[src/rtl/blvds_link_ctrl_if.sv]
// Fabric word interface plus the BLVDS pad-buffer pins of blvds_link_ctrl.
// The master side is the environment: the fabric and the din leg of the pad buffer.
interface blvds_link_ctrl_if #(
    parameter int DATA_W = 8
);
    logic [DATA_W-1:0] tx_data;
    logic              tx_valid;
    logic              tx_ready;
    logic [DATA_W-1:0] rx_data;
    logic              rx_valid;
    logic              rx_err;
    logic              busy;
    logic              oe;
    logic              doutp;
    logic              din;

    modport master (
        output tx_data, tx_valid, din,
        input  tx_ready, rx_data, rx_valid, rx_err, busy, oe, doutp
    );

    modport slave (
        input  tx_data, tx_valid, din,
        output tx_ready, rx_data, rx_valid, rx_err, busy, oe, doutp
    );
endinterface

[src/rtl/blvds_link_ctrl.sv]
// Half-duplex BLVDS link controller: frames words onto the pair (start 1, data MSB first,
// stop 0), releases the bus for a turnaround gap, and deserialises frames seen on din.
module blvds_link_ctrl #(
    parameter int DATA_W       = 8,
    parameter int CLKS_PER_BIT = 4,
    parameter int TURN_CLKS    = 3
) (
    input  logic              clk,
    input  logic              rst,
    blvds_link_ctrl_if.slave  bus
);

    localparam int CNT_MAX = (CLKS_PER_BIT > TURN_CLKS) ? CLKS_PER_BIT : TURN_CLKS;
    localparam int CNT_W   = $clog2(CNT_MAX);
    localparam int BIT_W   = $clog2(DATA_W + 1);

    localparam logic [CNT_W-1:0] BIT_LAST  = CNT_W'(CLKS_PER_BIT - 1);
    localparam logic [CNT_W-1:0] HALF_LAST = CNT_W'(CLKS_PER_BIT / 2 - 1);
    localparam logic [CNT_W-1:0] TURN_LAST = CNT_W'(TURN_CLKS - 1);
    localparam logic [BIT_W-1:0] DATA_LAST = BIT_W'(DATA_W - 1);

    typedef enum logic [2:0] {
        IDLE,
        TX_START,
        TX_DATA,
        TX_STOP,
        TURN,
        RX_START,
        RX_DATA,
        RX_STOP
    } state_e;

    state_e            state_q, state_d;
    logic [CNT_W-1:0]  cyc_q, cyc_d;
    logic [BIT_W-1:0]  bit_q, bit_d;
    logic [DATA_W-1:0] sh_q, sh_d;
    logic [DATA_W-1:0] rx_data_q, rx_data_d;
    logic              rx_valid_q, rx_valid_d;
    logic              rx_err_q, rx_err_d;
    logic              ready_en_q, ready_en_d;
    logic              din_meta_q, din_meta_d;
    logic              din_s_q, din_s_d;

    logic tx_ready;
    logic cyc_wrap;
    logic tx_active;

    // A pending receive start blocks acceptance in the same cycle, so RX always wins.
    assign tx_ready  = (state_q == IDLE) && ready_en_q && !din_s_q;
    assign cyc_wrap  = (cyc_q == BIT_LAST);
    assign tx_active = (state_q == TX_START) || (state_q == TX_DATA) || (state_q == TX_STOP);

    // NOTE: every signal gets a default before the case, so no path can infer a latch.
    always_comb begin
        state_d    = state_q;
        cyc_d      = cyc_q + 1'b1;
        bit_d      = bit_q;
        sh_d       = sh_q;
        rx_data_d  = rx_data_q;
        rx_valid_d = 1'b0;
        rx_err_d   = 1'b0;
        ready_en_d = 1'b1;
        din_meta_d = bus.din;
        din_s_d    = din_meta_q;

        case (state_q)
            IDLE: begin
                cyc_d = '0;
                bit_d = '0;
                if (din_s_q) begin
                    state_d = RX_START;
                end else if (bus.tx_valid && tx_ready) begin
                    sh_d    = bus.tx_data;
                    state_d = TX_START;
                end
            end
            TX_START: begin
                if (cyc_wrap) begin
                    cyc_d   = '0;
                    state_d = TX_DATA;
                end
            end
            TX_DATA: begin
                if (cyc_wrap) begin
                    cyc_d = '0;
                    sh_d  = sh_q << 1;
                    bit_d = bit_q + 1'b1;
                    if (bit_q == DATA_LAST) state_d = TX_STOP;
                end
            end
            TX_STOP: begin
                if (cyc_wrap) begin
                    cyc_d   = '0;
                    state_d = TURN;
                end
            end
            TURN: begin
                if (cyc_q == TURN_LAST) begin
                    cyc_d   = '0;
                    state_d = IDLE;
                end
            end
            RX_START: begin
                // Re-check at mid start bit; a low line here was only a glitch.
                if (cyc_q == HALF_LAST) begin
                    cyc_d   = '0;
                    state_d = din_s_q ? RX_DATA : IDLE;
                end
            end
            RX_DATA: begin
                if (cyc_wrap) begin
                    cyc_d = '0;
                    sh_d  = (sh_q << 1) | DATA_W'(din_s_q);
                    bit_d = bit_q + 1'b1;
                    if (bit_q == DATA_LAST) state_d = RX_STOP;
                end
            end
            RX_STOP: begin
                if (cyc_wrap) begin
                    cyc_d   = '0;
                    state_d = IDLE;
                    if (!din_s_q) begin
                        rx_data_d  = sh_q;
                        rx_valid_d = 1'b1;
                    end else begin
                        rx_err_d = 1'b1;
                    end
                end
            end
            default: state_d = IDLE;
        endcase
    end

    // NOTE: non-blocking assignments so every flop samples the pre-edge values.
    always_ff @(posedge clk or posedge rst) begin
        if (rst) begin
            state_q    <= IDLE;
            cyc_q      <= '0;
            bit_q      <= '0;
            sh_q       <= '0;
            rx_data_q  <= '0;
            rx_valid_q <= 1'b0;
            rx_err_q   <= 1'b0;
            ready_en_q <= 1'b0;
            din_meta_q <= 1'b0;
            din_s_q    <= 1'b0;
        end else begin
            state_q    <= state_d;
            cyc_q      <= cyc_d;
            bit_q      <= bit_d;
            sh_q       <= sh_d;
            rx_data_q  <= rx_data_d;
            rx_valid_q <= rx_valid_d;
            rx_err_q   <= rx_err_d;
            ready_en_q <= ready_en_d;
            din_meta_q <= din_meta_d;
            din_s_q    <= din_s_d;
        end
    end

    // Pad controls decode straight from state so reset releases the pair without a clock.
    assign bus.oe       = tx_active;
    assign bus.doutp    = (state_q == TX_START) ? 1'b1 :
                          (state_q == TX_DATA)  ? sh_q[DATA_W-1] : 1'b0;
    assign bus.busy     = (state_q != IDLE);
    assign bus.tx_ready = tx_ready;
    assign bus.rx_data  = rx_data_q;
    assign bus.rx_valid = rx_valid_q;
    assign bus.rx_err   = rx_err_q;

endmodule

[src/flat_wrapper.sv]
// flat-port wrapper written by rule: the top's interface ports become plain ports
module blvds_link_ctrl_flat 
#(
    parameter int DATA_W       = 8,
    parameter int CLKS_PER_BIT = 4,
    parameter int TURN_CLKS    = 3
)
  (clk, rst, bus_tx_data, bus_tx_valid, bus_din, bus_tx_ready, bus_rx_data, bus_rx_valid, bus_rx_err, bus_busy, bus_oe, bus_doutp);
  blvds_link_ctrl_if #(.DATA_W(DATA_W)) bus_i ();
  input  logic clk;
  input  logic rst;
  input wire logic [$bits(bus_i.tx_data)-1:0] bus_tx_data;
  input wire logic [$bits(bus_i.tx_valid)-1:0] bus_tx_valid;
  input wire logic [$bits(bus_i.din)-1:0] bus_din;
  output wire logic [$bits(bus_i.tx_ready)-1:0] bus_tx_ready;
  output wire logic [$bits(bus_i.rx_data)-1:0] bus_rx_data;
  output wire logic [$bits(bus_i.rx_valid)-1:0] bus_rx_valid;
  output wire logic [$bits(bus_i.rx_err)-1:0] bus_rx_err;
  output wire logic [$bits(bus_i.busy)-1:0] bus_busy;
  output wire logic [$bits(bus_i.oe)-1:0] bus_oe;
  output wire logic [$bits(bus_i.doutp)-1:0] bus_doutp;
  assign bus_i.tx_data = bus_tx_data;
  assign bus_i.tx_valid = bus_tx_valid;
  assign bus_i.din = bus_din;
  assign bus_tx_ready = bus_i.tx_ready;
  assign bus_rx_data = bus_i.rx_data;
  assign bus_rx_valid = bus_i.rx_valid;
  assign bus_rx_err = bus_i.rx_err;
  assign bus_busy = bus_i.busy;
  assign bus_oe = bus_i.oe;
  assign bus_doutp = bus_i.doutp;
  blvds_link_ctrl #(.DATA_W(DATA_W), .CLKS_PER_BIT(CLKS_PER_BIT), .TURN_CLKS(TURN_CLKS)) u_core (.clk(clk), .rst(rst), .bus(bus_i));
endmodule
[config.mk]
export PLATFORM = sky130hd
export DESIGN_NAME = blvds_link_ctrl_flat
export DESIGN_NICKNAME = d
export VERILOG_FILES = /design/src/rtl/blvds_link_ctrl_if.sv /design/src/rtl/blvds_link_ctrl.sv /design/src/flat_wrapper.sv
export SDC_FILE = /design/constraint.sdc
export NUM_CORES = 1
export LEC_CHECK = 0
export CORE_UTILIZATION = 45
export DETAILED_ROUTE_END_ITERATION = 10
export PLACE_DENSITY = 0.8
export SETUP_SLACK_MARGIN = 0.4
export SLEW_MARGIN = 30
export SYNTH_ARGS = -nofsm -noshare
export SYNTH_HDL_FRONTEND = slang
export SYNTH_SLANG_ARGS = --single-unit
[constraint.sdc]
create_clock -name clk -period 1.7 [get_ports clk]
set_input_delay 0.51 -clock clk [delete_from_list [all_inputs] [get_ports clk]]
set_output_delay 0.51 -clock clk [all_outputs]
set_load 0.01 [all_outputs]
* Word level (Yosys, flattened, before mapping)
Index checks and enable logic that the tools add are counted.
Storage, ports and cells: register bits after elaboration 30
Operators by class: $add $sub $neg 2, equal/unequal tests 24, multiplexer cells 32, bitwise logic cells 2, reduce and logical (&&, ||, !) cells 16
Operator list (number):
- two-way mux 3 bit | 12
- two-way mux 8 bit | 4
- one-hot mux 3 bit (8 select lines) | 1
- one-hot mux 8 bit (3 select lines) | 1
- inequality test 2 x 1 -> 1 bit (second input constant) | 10
- equality test 3 bit (second input constant) | 4
- AND reduction 10 bit | 1
- two-way mux 1 bit | 8
- OR 8 x 1 -> 8 bit | 1
- one-hot mux 2 bit (4 select lines) | 1
- one-hot mux 4 bit (2 select lines) | 1
- equality test 3 x 2 -> 1 bit (second input constant) | 2
- two-way mux 2 bit | 3
- nonzero test 3 bit | 2
- AND reduction 5 bit | 1
- OR reduction 5 bit | 1
- adder 4 x 1 -> 4 bit (second input constant) | 1
- equality test 2 bit (second input constant) | 2
- equality test 4 x 3 -> 1 bit (second input constant) | 1
- two-way mux 4 bit | 1
- inequality test 2 bit (second input constant) | 2
- equality test 3 x 1 -> 1 bit (second input constant) | 1
- logical AND 1 bit | 3
- logical NOT 3 bit | 1
- 10 further kinds | 11

* Longest topological paths before layout
depth after elaboration 7, mapped depth 6, gate-level depth less buffers 6

* Least setup slack after synthesis
OpenSTA, ideal clock, no wires.
kind register to output, start point reg u_core.state_q[1], end point out bus_tx_ready, data arrival time 1.127 ns, required time 1.190 ns, setup slack 0.063 ns, cell stages (with the launch flop) 5, buffers on the path 1, path through dfrtp_1 > buf_6 > nor3_4 > inv_2 > nor3b_1
Between the ends: cells in the longest elaborated chain, start to end 3
RTL lines:
- start, declared | RTL line blvds_link_ctrl.sv:33 | state_e state_q, state_d;
- start signal, assigned | RTL line blvds_link_ctrl.sv:148 | state_q <= state_d;
- logical NOT 3 bit | RTL line blvds_link_ctrl.sv:49 | assign tx_ready = (state_q == IDLE) && ready_en_q && !din_s_q;
- logical AND 1 bit (2 in a row) | RTL line blvds_link_ctrl.sv:49
- end, declared | RTL line flat_wrapper.sv:15 | output wire logic [$bits(bus_i.tx_ready)-1:0] bus_tx_ready;
Every way passes these cells.

* Worst setup path in the final report
start point reg u_core.state_q[0], end point out bus_tx_ready
Same word-level chain as after synthesis.

==> results.md <==
- Sequential area share after synthesis: 50.9%
- IO buf count: 25
- Final period utilization: 117%
- Reg area: 753 sq um
- Final Hold Violating Endpoints: 0
- Final setup fails: 22
- Max cap viols: 0
- First-pass GRT wire length: 7.07 mm
- HPWL after DPL: roughly 2.2 mm
- Hold slack: 0.376 ns
- Tmin final: ~2.0 ns
- Total grt overflow: 0
- Cts hold-fix bufs: 0
- Synth top area share: roughly 51%
- Pre-CTS WS: -0.240 ns
- Tightest Hold Check Type: flop to flop
- Vias in the first global route: 1447
- PD cells: around 1600 nW/um^2
- CP top delay family: flip-flops
- Final max-slew violation count: 0
- H-Tree Depth: 2
- Synth top cells by count: 30 x dfrtp_1, 23 x nor2_1, 11 x nand2_1, 9 x o22ai_1, 8 x mux2_2
- Crit start category: flop
- Setup Crit Path Kind: flop to primary output
- CTS clk-pin slew, worst paths: between 0.1 and 0.15 ns
- Total wire length: roughly 5.4 mm
- Area of the multi-input gates: 927 sq um
- Fmax: about 0.5 GHz
- DR pass1 iterations: 4
- Worst endpoint data arrival time: 1.48 ns
- DRT iter0 DRCs: 58
- Worst clock skew: ~0.025 ns
- Failing checks: setup timing
- Cells after Synth: roughly 140
- CTS max path bufs: 2
- Largest fanout on the critical path: 3
- Syn-to-layout area delta: 76.1%
- Main area contributors after synthesis: dfrtp_1 51%, mux2_2 6.1%, nor2_1 5.9%, ha_1 5.1%, o22ai_1 3.8%
- Async SR Flop Fraction: 100%
- Synth cell types: 38
- Die area: roughly 3500 sq um
- Cell accounting for the most synthesized area: dfrtp_1
- Post-layout nets: approximately 240
- Final WS setup: -0.293 ns
- Mapped Nets: between 150 and 200
- Mapped Avg Cell Area: about 11 sq um
- Initial antenna violation count: 0
- Layout cells sized above 1: a little under three fifths
- Count leader, synth: dfrtp_1
- Clock latency on the worst-skew pair: between 0.3 and 0.4 ns
- Via Count: around 1500
- Util after Layout: 84.3%
- I/O Pins: 26
- Pin count of the biggest net entering global routing: 31
- Clk sink count: 30
- Delay of the slowest cell on the worst path: between 0.4 and 0.5 ns
- RSZ-0062 raised after global routing: true
- Slowest stage cell, crit path: dfrtp_2
- Mapped Area: about 1500 sq um
- Routed len/inst: roughly 21 microns
- LEAKAGE: ~1.3 nW
- CTS tree: yes
- Row count: 20
- Status: finished, violations left
- Dominant synthesized flop cell: dfrtp_1
- DRC Markers: 0
- Post-route ant nets: 0
- FF+latch count, synth: 30
- Aggregate global-route resource usage: 29.0%
- Height of the chip: 59.2 microns
- Number of diodes: 0
- Root Driver: clkbuf_4
- Die W: around 60 microns
- Vias/cell: ~5.7
- Core footprint: ~3100 sq um
- Peak VDD IR: about 1.2 mV
- Starting density of the core: ~48%
- Worst setup EP type: primary output
- Ys Warns: 0
- Post-synth EDFFs: 0
- Final Wtd Congestion: ~0.78
- WP buf/inv: 2
- Required @ worst endpoint: between 1 and 1.5 ns
- CP cell instances: nor3_4 -> inv_2 -> nor3b_4 -> buf_2
- CTS Buf Count: 5
- # fillers: around 160
## area by class of cell
| type | instances | area share, % |
|---|---|---|
| multi-input combinational | 95 | 35.7 |
| sequential | 30 | 29.0 |
| timing repair buffer | 77 | 27.7 |
| clock inverter | 2 | 2.31 |
| tap | 44 | 2.12 |
| clock buffer | 6 | 1.98 |
| inverter | 8 | 1.16 |
## layout by cell type, fill, tap and decap left out, types with 3 or more instances in the layout
master	instances
o22ai_2	7
nand2_2	3
clkdlybuf4s50_1	11
mux2_4	8
inv_1	6
buf_2	13
clkbuf_4	5
buf_6	21
nor2_2	3
ha_1	4
nor2_1	18
buf_8	3
buf_4	26
nand2_1	8
dfrtp_1	28
## metrics by stage
stage               instance area (sq um)  power, mW  instances  TNS [ns]
global placement                     1880       2.20        216    -0.664
detailed placement                   1880       2.29        216     -1.20
finish                               2600       4.24        262     -3.30
global route                         2600       4.38        262     -4.18
floorplan                            1510       1.87        138         0
CTS                                  2380       3.76        246     -1.55
## sequential cells by signal, summed over array words and instances, names as in the netlist
name,flops
u_core.bus.rx_valid,1
u_core.din_s_q,1
u_core.sh_q,8
u_core.bus.rx_err,1
u_core.state_q,3
u_core.bus.rx_data,8
u_core.cyc_q,2
u_core.din_meta_q,1
u_core.bit_q,4
u_core.ready_en_q,1
## worst paths after layout
path / startpoint / endpoint / slack, ns / cells past startpoint
max: u_core.state_q[0] / bus_tx_ready / -0.29 / 4
min: u_core.din_meta_q / u_core.din_s_q / 0.38 / 0
max reg2reg: u_core.state_q[0] / u_core.sh_q[6] / -0.21 / 10
min reg2reg: u_core.din_meta_q / u_core.din_s_q / 0.38 / 0
max in group asynchronous: rst / u_core.state_q[1] / 0.83 / 3
min in group asynchronous: rst / u_core.bus.rx_valid / 0.54 / 3
## routing by layer
layer	vias up	track usage, %	wire [microns]
met5	-	0	0
met2	70	47.5	2720
met1	748	34.9	2130
met3	24	7.64	351
li1	645	-	-
met4	0	15.0	234
## power by group
group | total [mW] | switching (mW) | internal [mW]
logic | 2.38 | 1.14 | 1.24
registers | 1.08 | 0.212 | 0.870
clock network | 0.781 | 0.283 | 0.498
total | 4.24 | 1.64 | 2.60
## kinds of logic (layout without fill, tap and decap cells)
kind of cell	after synthesis	after routing	share of synthesized area, %
simple gates	51	52	18.3
buf+inv	14	93	5.18
mux	9	9	6.79
xor+xnor	2	2	1.19
other cells	1	1	0.254
flops	30	30	50.9
fa+ha+maj	6	6	5.09
compound gates	25	25	12.2
## repair_timing
action | 4_1_cts | 5_1_grt
setup buffers | 19 | 16
pin swaps | 31 | 13
cloned | 3 | 0
resized for setup | 116 | 23
setup endpoints to repair | 38 | 41
Power figures use the tool's default switching activity.
